==> config.mk <==
export PLATFORM = sky130hd
export DESIGN_NAME = mem_arbiter
export DESIGN_NICKNAME = d
export VERILOG_FILES = /design/src/rtl/mem_arbiter_pkg.sv /design/src/rtl/mem_arbiter_select.sv /design/src/rtl/mem_arbiter.sv
export SDC_FILE = /design/constraint.sdc
export NUM_CORES = 1
export LEC_CHECK = 0
export ABC_CLOCK_PERIOD_IN_PS = 5100
export BUFFER_PORTS_ARGS = -buffer_cell sky130_fd_sc_hd__buf_2
export CORE_AREA = 2 2 168 170
export CTS_CLUSTER_SIZE = 25
export DETAILED_ROUTE_END_ITERATION = 6
export DIE_AREA = 0 0 170 172
export HOLD_SLACK_MARGIN = 0.06
export PLACE_DENSITY = 0.5
export SLEW_MARGIN = 5
export SYNTH_ARGS = -nofsm -noshare
export SYNTH_HDL_FRONTEND = slang
export SYNTH_SLANG_ARGS = --single-unit
==> constraint.sdc <==
create_clock -name clk -period 5.1 [get_ports clk]
set_input_delay 0 -clock clk [delete_from_list [all_inputs] [get_ports clk]]
set_output_delay 0 -clock clk [all_outputs]
set_load 0.01 [all_outputs]
==> src/rtl/mem_arbiter_pkg.sv <==
// mem_arbiter_pkg: shared types and constants for the two-port memory arbiter.
`default_nettype none

package mem_arbiter_pkg;

  typedef enum logic [1:0] {
    IDLE  = 2'd0,
    ISSUE = 2'd1,
    WAIT  = 2'd2
  } state_t;

  localparam logic PORT_FETCH = 1'b0;
  localparam logic PORT_DATA  = 1'b1;

  typedef struct packed {
    logic        write;
    logic [31:0] address;
    logic [31:0] wdata;
    logic [31:0] mask;
  } req_t;

endpackage

`default_nettype wire

==> src/rtl/mem_arbiter_select.sv <==
// mem_arbiter_select: combinational 2-way grant selection (round-robin or
// fixed priority with the data port winning).
`default_nettype none

module mem_arbiter_select
  import mem_arbiter_pkg::*;
#(
  parameter bit ROUND_ROBIN = 1'b1
) (
  input  logic [1:0] req_valid,
  input  logic       last_grant,
  output logic       grant,
  output logic       grant_valid
);

  always_comb begin
    grant_valid = |req_valid;
    grant       = PORT_FETCH;
    if (req_valid == 2'b11) begin
      grant = ROUND_ROBIN ? ~last_grant : PORT_DATA;
    end else if (req_valid[PORT_DATA]) begin
      grant = PORT_DATA;
    end
  end

endmodule

`default_nettype wire

==> src/rtl/mem_arbiter.sv <==
// mem_arbiter: serialises fetch (port 0) and load/store (port 1) requests onto
// a single-port memory, routing each response back to the issuing port.
`default_nettype none

module mem_arbiter
  import mem_arbiter_pkg::*;
#(
  parameter bit ROUND_ROBIN = 1'b1
) (
  input  logic             clk,
  input  logic             reset,
  input  logic [1:0]       req_valid,
  output logic [1:0]       req_ready,
  input  logic [1:0]       req_write,
  input  logic [1:0][31:0] req_address,
  input  logic [1:0][31:0] req_wdata,
  input  logic [1:0][31:0] req_mask,
  output logic [1:0]       resp_valid,
  output logic [1:0][31:0] resp_rdata,
  input  logic             memory_ready,
  input  logic             memory_valid,
  input  logic [31:0]      read_memory_data,
  output logic [31:0]      read_memory_address,
  output logic [31:0]      write_memory_address,
  output logic [31:0]      write_memory_data,
  output logic [31:0]      write_memory_mask,
  output logic             memory_command,
  output logic             memory_enable
);

  state_t state;
  req_t   cur;
  logic   owner;
  logic   last_grant;
  logic   grant;
  logic   grant_valid;

  mem_arbiter_select #(
    .ROUND_ROBIN(ROUND_ROBIN)
  ) u_select (
    .req_valid  (req_valid),
    .last_grant (last_grant),
    .grant      (grant),
    .grant_valid(grant_valid)
  );

  always_ff @(posedge clk or negedge reset) begin
    if (!reset) begin
      state      <= IDLE;
      cur        <= '0;
      owner      <= PORT_FETCH;
      last_grant <= PORT_FETCH;
    end else begin
      case (state)
        IDLE: begin
          if (grant_valid) begin
            cur.write   <= req_write[grant];
            cur.address <= req_address[grant];
            cur.wdata   <= req_wdata[grant];
            cur.mask    <= req_mask[grant];
            owner       <= grant;
            last_grant  <= grant;
            state       <= ISSUE;
          end
        end
        ISSUE: if (memory_ready) state <= WAIT;
        WAIT:  if (memory_valid) state <= IDLE;
        default: state <= IDLE;
      endcase
    end
  end

  // reset gates req_ready so nothing is accepted while reset is held
  always_comb begin
    req_ready  = '0;
    resp_valid = '0;
    resp_rdata = '0;
    if (state == IDLE && reset && grant_valid) begin
      req_ready[grant] = 1'b1;
    end
    if (state == WAIT && memory_valid) begin
      resp_valid[owner] = 1'b1;
      resp_rdata[owner] = cur.write ? 32'h0 : read_memory_data;
    end
  end

  assign memory_enable        = (state == ISSUE) && memory_ready;
  assign memory_command       = cur.write;
  assign read_memory_address  = cur.address;
  assign write_memory_address = cur.address;
  assign write_memory_data    = cur.wdata;
  assign write_memory_mask    = cur.mask;

endmodule

`default_nettype wire

After elaboration in Yosys (flattened, before gate mapping)
Index checks and enable logic that the tools add are counted.
{ "totals": {"register_bits": 100, "latch_bits": 0, "ram_bits": 0, "romBits": 0, "input_bits": 232, "output_inout_bits": 198, "wordCells": 52, "mem_count": 0} }
{ "op_classes": {"n_addsub": 0, "mul": 0, "n_div": 0, "magnitude_cmp": 4, "eq_ne": 6, "shift": 0, "n_mux": 24, "n_bitwise": 2, "n_reduce_logical": 10} }
{ "ops": {"columns": ["cell", "count"], "rows": [
  ["32-bit 2-to-1 mux", 8],
  ["64-bit AND", 1],
  ["64-bit 2-to-1 mux", 1],
  ["32-bit demux with 1-bit select", 1],
  ["2-bit 2-to-1 mux", 5],
  ["1-bit logical AND", 6],
  ["1-bit 2-to-1 mux", 6],
  ["2-bit inequality test (second input constant)", 3],
  ["2-bit one-hot mux with 3 select lines", 1],
  ["2-bit equality test (second input constant)", 2],
  ["1-bit by 2-bit less-than comparator with 1-bit output (second input constant)", 2],
  ["3-bit AND reduction", 1],
  ["1-bit demux with 1-bit select", 2],
  ["2-bit by 1-bit equality test with 1-bit output (second input constant)", 1],
  ["1-bit greater-or-equal comparator (second input constant)", 2],
  ["2-bit zero test", 1],
  ["2-bit AND reduction", 1],
  ["2-bit OR reduction", 1],
  ["1-bit inverter", 1]
]} }

Depth between registers and ports, before layout
Gate-level depths: netlist of the first run.
{ "depth": {"word_depth": 7, "ltp_mapped": 6, "ltp_nobuf": 3} }

Cells and area by module
From an unflattened synthesis of the first run, not the netlist that was laid out.
{ "hier_totals": {"cells_unflattened": 469, "hier_area_um2": 6234.7} }
{ "modules_own_cells": {"columns": ["module", "instances", "cells_each", "area_per_inst_um2", "seq_area_each_um2"], "rows": [
  ["mem_arbiter", 1, 467, 6221.0, 2502.4],
  ["mem_arbiter_select", 1, 2, 13.8, 0.0]
]} }

Least setup slack after synthesis of the first run
Ideal clock, no wire load.
{ "synth_timing": {"path_kind": "register to register", "start": "reg state[0]", "end": "reg cur, in the netlist write_memory_data[19]", "setup_time_ps": 125, "arrival_ps": 1501, "t_required_ps": 4975, "path_slack_ps": 3474, "stages_incl_launch_ff": 7, "n_path_buf": 3, "synth_period_minus_slack_ps": 1626, "path_cell_list": "dfrtp_1 -> nor2_1 -> o21a_1 -> buf_2 -> buf_4 -> buf_4 -> mux2_4"} }
{ "synth_via": {"elab_chain_len": 2} }
{ "synth_rtl": {"columns": ["item", "line", "text"], "rows": [
  ["start, declared", "mem_arbiter.sv:31", "state_t state;"],
  ["start signal, assigned", "mem_arbiter.sv:49", "state <= IDLE;"],
  ["start signal, assigned", "mem_arbiter.sv:63", "state <= ISSUE;"],
  ["start signal, assigned", "mem_arbiter.sv:66", "ISSUE: if (memory_ready) state <= WAIT;"],
  ["2-bit zero test", "mem_arbiter.sv:54", "case (state)"],
  ["2-bit AND reduction (no line)", null, null],
  ["end, declared", "mem_arbiter.sv:32", "req_t cur;"]
]} }
No other way between the ends.
A chain may end at the register's enable or synchronous reset.

==> qor.yml, run 1 <==
outcome:
  status: "finished, final reports clean"
detailed_routing:
  first_pass_iters: 4
  drc: 0
  wl_per_cell_um: 15.04
  num_vias: 5770
  final_antenna_net_count: 0
  wirelength_mm: 21.05
  drt_iter0_markers: 123
  post_drt_via_cell_ratio: 4.121
worst_setup_path:
  crit_type: "flip-flop to flip-flop"
  critPathRequiredTime_ns: 5.33
  arrival_ns: 3.01
  start_kind: "flip-flop"
  worst-path-max-fanout: 55
  crit_path_end_kind: "flip-flop"
grt:
  grt_max_degree: 62
  grt_overflow: 0
  antenna_found_initial: 1
  grt_pass1_wl_mm: 30.50
  grt_usage_pct: 13.52
  first_global_vias: 5932
sta:
  tightestPinTransition_ns: 0.8114
  rsz0062_at_grt: "false"
  setup_violations: 0
  period_share_pct: 54.44
  period_minus_slack_ns: 2.777
  drv_slew: 0
  finClkSkew_ns: 0.009114
  hold_ws_ns: 0.08611
  setup_tns_ns: 0
  slew_headroom_pct: 45.91
  final-hold-violation-count: 0
  fmax_mhz: 360.2
layout:
  final_cells: 1400
  fin_nets: 1281
  syn2layout_area_growth_pct: 79.23
  drive_gt1_share_pct: 61.29
  n_antenna_cell: 0
  layout_common_cells: "428 x buf_2, 196 x dlygate4sd3_1, 178 x mux2_2"
  final_common_cell: "buf_2"
clock_network:
  cts_tree: "done"
  cts_made_buffers: 9
  cts_resized: 0
  h-tree-depth: 3
  numClockSinks: 100
  root_buffer: "clkbuf_16"
  clk_path_buf_depth: 2
  clkTransAtPathRegs_ns: 0.07
  clock_latency_ns: 0.34
power_and_ir_drop:
  power_density_mw_per_mm2: 455.8
  power.leakage_nw: 5.013
  peakVddDrop_mv: 0.2318
  totalPowerFinal_mw: 4.660
die:
  io_pins: 430
  die_y_um: 172
  num_rows: 61
  die_x_um: 170
  core_mm2: 0.02748
  initial_core_util_pct: 20.76
  die-area_mm2: 0.02924
logic_synthesis:
  synth_area_mm2: 0.005704
  ys_warn_count: 0
  synth_fp_nets: 704
  avgSynthCellArea_um2: 12.09
  yosys_register_bits: 100
  ys_types: 21
  synthCells: 472
  yosysSeqAreaShare_pct: 43.87
place:
  dp.final_hpwl_mm: 14.79
  placement.io_buffers: 429
  globalplace.congestion: 0.7182
  placed_cells: 1188
min_path:
  worstHoldPathType: "input port to flip-flop"
flow_run:
  maxCapViolCount: 0
[where the power goes]
group | leakage (nW) | switching, mW | total (mW) | internal, mW
combinational | 3.69 | 1.09 | 2.41 | 1.32
sequential | 1.17 | 0.277 | 1.48 | 1.21
clock | 0.154 | 0.329 | 0.766 | 0.437
total | 5.01 | 1.70 | 4.66 | 2.96
[worst max-delay path: stages (launching register included)]
cell           delay [ns]
dfrtp_1              0.41
a21bo_4              0.58
buf_12               0.37
mux2_2               0.38
dlygate4sd3_1        0.57
mux2_2               0.28
[Yosys cell counts (all sizes together)]
library cell	n	area [um2]
mux2	194	2245
dfrtp	100	2502
nor2	67	251.5
buf	55	377.9
nand2b	34	212.7
clkbuf	9	33.78
inv	3	11.26
a21bo	1	10.01
a21oi	1	5.000
a31oi	1	6.260
and3	1	6.260
nand2	1	3.750
nand4b	1	8.760
o21a	1	7.510
o21bai	1	7.510
o22ai	1	6.260
or3b	1	8.760
[logic make-up after synthesis]
| group | count (synthesis) | share of synthesized area, % |
|---|---|---|
| flip-flops | 100 | 43.87 |
| AND/OR/NAND/NOR | 105 | 8.620 |
| buffers and inverters | 67 | 7.414 |
| multiplexers | 194 | 39.35 |
| AO/OA/AOI/OAI | 6 | 0.7459 |
[path summary, 6_finish.rpt]
check	cells after the start	slack, ns	endpoint	from
max	5	2.32	read_memory_address[8]	owner
min	3	0.09	read_memory_address[10]	req_address[42]
max reg2reg	5	2.32	read_memory_address[8]	owner
min reg2reg	1	0.50	write_memory_mask[24]	write_memory_mask[24]
max in group asynchronous	3	3.68	write_memory_data[8]	reset
min in group asynchronous	2	0.19	read_memory_address[12]	reset
[what timing repair did]
| action | 4_1_cts | 5_1_grt |
|---|---|---|
| endpoints found under the setup margin | 0 | 0 |
| endpoints found under the hold margin | 138 | 0 |
| setup buffers | 0 | 0 |
| hold buffers | 196 | 0 |
[layer usage]
layer | global-route usage, % | wire, um | share of wire, % | vias up
met5 | 0 | 0 | 0 | -
met4 | 4.348 | 362 | 1.7 | 0
met3 | 3.273 | 1477 | 7.0 | 21
met2 | 27.63 | 11630 | 55 | 281
met1 | 13.20 | 7577 | 36 | 2729
li1 | - | - | - | 2739
[cell type report]
type	instances	area, um2
clock buffers	10	229.0
clock inverters	6	93.84
fillers	2740	17250
inverters	3	11.26
multi-input cells	305	2793
flip-flops and latches	100	2502
well taps	346	432.9
repair buffers	630	4161
[flip-flops by register name, summed over array words and instances, names as in the netlist]
| register | cells |
|---|---|
| read_memory_address | 32 |
| state | 2 |
| write_memory_mask | 32 |
| write_memory_data | 32 |
| memory_command | 1 |
| owner | 1 |
[through the flow]
step | setup WS (ns) | area [um2] | utilization (%)
after global routing | 2.161 | 10220 | 37.21
after floorplan | 3.474 | 5704 | -
after global placement | 2.863 | 7939 | 28.89
final | 2.323 | 10220 | 37.21
after detailed placement | 2.842 | 7939 | 28.89
after CTS | 2.320 | 10220 | 37.21
Power figures use the tool's default switching activity.
==> run 2: changes to the inputs <==
ABC_CLOCK_PERIOD_IN_PS = 2800   (was 5100)
clock period = 2.8 ns   (was 5.1 ns; I/O delays follow)
==> run 2 against run 1 <==
Die area unchanged. Critical path type unchanged. Global-route usage about the same. Via count decreased by 0.36%. Clock power increased by 64%. Register-to-register slack got worse by 2.0 ns. Clock skew increased by 0.00064 ns. Wire length decreased by 0.59%. Largest power group unchanged. Core utilization increased by 0.14 points. Highest routed layer unchanged.
==> qor.yml, run 2 (same netlist as run 1, synthesis figures left out) <==
layout:
  fin_nets: 1283
  layout_common_cells: "428 x buf_2, 197 x dlygate4sd3_1, 178 x mux2_2"
  syn2layout_area_growth_pct: 79.89
  fin_util_pct: 37.35
  final_cell_area_mm2: 0.01026
  final_cells: 1402
  n_antenna_cell: 0
  final_common_cell: "buf_2"
  drive_gt1_share_pct: 61.36
detailed_routing:
  wl_per_cell_um: 14.92
  post_drt_via_cell_ratio: 4.101
  wirelength_mm: 20.92
  first_pass_iters: 4
  drt_iter0_markers: 119
  num_vias: 5749
  drc: 0
  final_antenna_net_count: 0
power_and_ir_drop:
  switching_share_pct: 37.19
  switching_power_mw: 3.133
  internal_power_mw: 5.292
  combPwrFrac_pct: 52.8
  clockPowerShare_pct: 15.0
  peakVddDrop_mv: 0.4047
  power.leakage_nw: 5.027
  totalPowerFinal_mw: 8.425
  power_density_mw_per_mm2: 821.1
  power_frac_seq_pct: 32.2
worst_setup_path:
  slowest_stage: "dlygate4sd3_1"
  cpPeakStageDelay_ns: 0.55
  critPathRequiredTime_ns: 3.03
  ff2ff_setup_slack_ns: 0.33
  worst-path-max-fanout: 44
  cp_common_cell: "mux2_2"
  arrival_ns: 2.70
  r2r_start: "owner"
  start_kind: "flip-flop"
  crit_path_end_kind: "flip-flop"
  cp_cell_sequence: "a21bo_4, buf_12, mux2_2, dlygate4sd3_1, mux2_2"
  crit_type: "flip-flop to flip-flop"
  worstRegToRegCells: 5
  r2r_end: "write_memory_mask[11]"
sta:
  fmax_mhz: 404.8
  finClkSkew_ns: 0.009758
  setup_violations: 0
  period_share_pct: 88.22
  hold_ws_ns: 0.07753
  layout_setup_ws_ns: 0.3298
  final-hold-violation-count: 0
  slew_headroom_pct: 49.50
  setup_tns_ns: 0
  period_minus_slack_ns: 2.470
  drv_slew: 0
  tightestPinTransition_ns: 0.7575
  rsz0062_at_grt: "false"
clock_network:
  cts_setup_buffers: 0
  h-tree-depth: 3
  clkTransAtPathRegs_ns: 0.07
  numClockSinks: 100
  clk_path_buf_depth: 2
  clock_latency_ns: 0.35
  root_buffer: "clkbuf_16"
  cts_tree: "done"
  cts_made_buffers: 9
die:
  initial_core_util_pct: 20.76
  core_mm2: 0.02748
  die-area_mm2: 0.02924
  io_pins: 430
  num_rows: 61
  die_x_um: 170
  die_y_um: 172
grt:
  first_global_vias: 5791
  antenna_found_initial: 0
  grt_pass1_wl_mm: 30.43
  grt_overflow: 0
  grt_usage_pct: 13.52
  grt_max_degree: 68
min_path:
  min-delay-start: "req_address[19]"
  worstHoldPathType: "input port to flip-flop"
  holdPathStages: 3
  min_to: "read_memory_address[19]"
place:
  place_ws_ns: 0.8768
  dpl_cell_area_mm2: 0.007996
  placed_cells: 1189
  globalplace.congestion: 0.7319
  dp.final_hpwl_mm: 14.92
  placement.io_buffers: 429
outcome:
  status: "finished, final reports clean"
flow_run:
  maxCapViolCount: 0
-- run 2: layout make-up --
type,count,area (um2)
multi-input cells,305,2793
clock buffers,10,239.0
well taps,346,432.9
inverters,3,11.26
fillers,2732,17220
flip-flops and latches,100,2502
clock inverters,6,53.80
repair buffers,632,4229
-- run 2: how the worst max path moves through the flow --
| stage | from | to | slack, ns | cells past startpoint |
|---|---|---|---|---|
| floorplan | state[0] | write_memory_data[19] | 1.17 | 6 |
| global placement | owner | write_memory_mask[21] | 0.88 | 4 |
| detailed placement | owner | read_memory_address[19] | 0.88 | 4 |
| CTS | owner | write_memory_data[17] | 0.32 | 5 |
| global route | owner | write_memory_data[12] | 0.24 | 5 |
| finish | owner | write_memory_mask[11] | 0.33 | 5 |
-- run 2: per-layer routing --
metal	track usage [%]	share of wire, %	vias up
met5	0	0	-
met1	13.34	36	2713
li1	-	-	2735
met4	5.165	3.0	0
met3	3.845	8.2	25
met2	26.62	53	276
-- run 2: power groups by stage --
stage                     Combinational (mW)  Sequential (mW)  Clock (mW)
after floorplan                         2.41             2.98           0
after global routing                    4.78             2.84        1.39
after CTS                               4.49             2.74        1.34
final                                   4.44             2.72        1.26
after global placement                  4.07             2.73           0
after detailed placement                4.11             2.74           0
-- run 2: critical path: cells and delay by family, from the launching register on --
kind / cells / cell delay, ns
AO/OA/AOI/OAI: 1 / 0.40
buffers and inverters: 2 / 0.82
flip-flops: 1 / 0.42
multiplexers: 2 / 0.64
-- run 2: what timing repair did --
item | in CTS | in global routing
hold buffers | 197 | 0
endpoints found under the hold margin | 133 | 0
resized for setup | 0 | 0
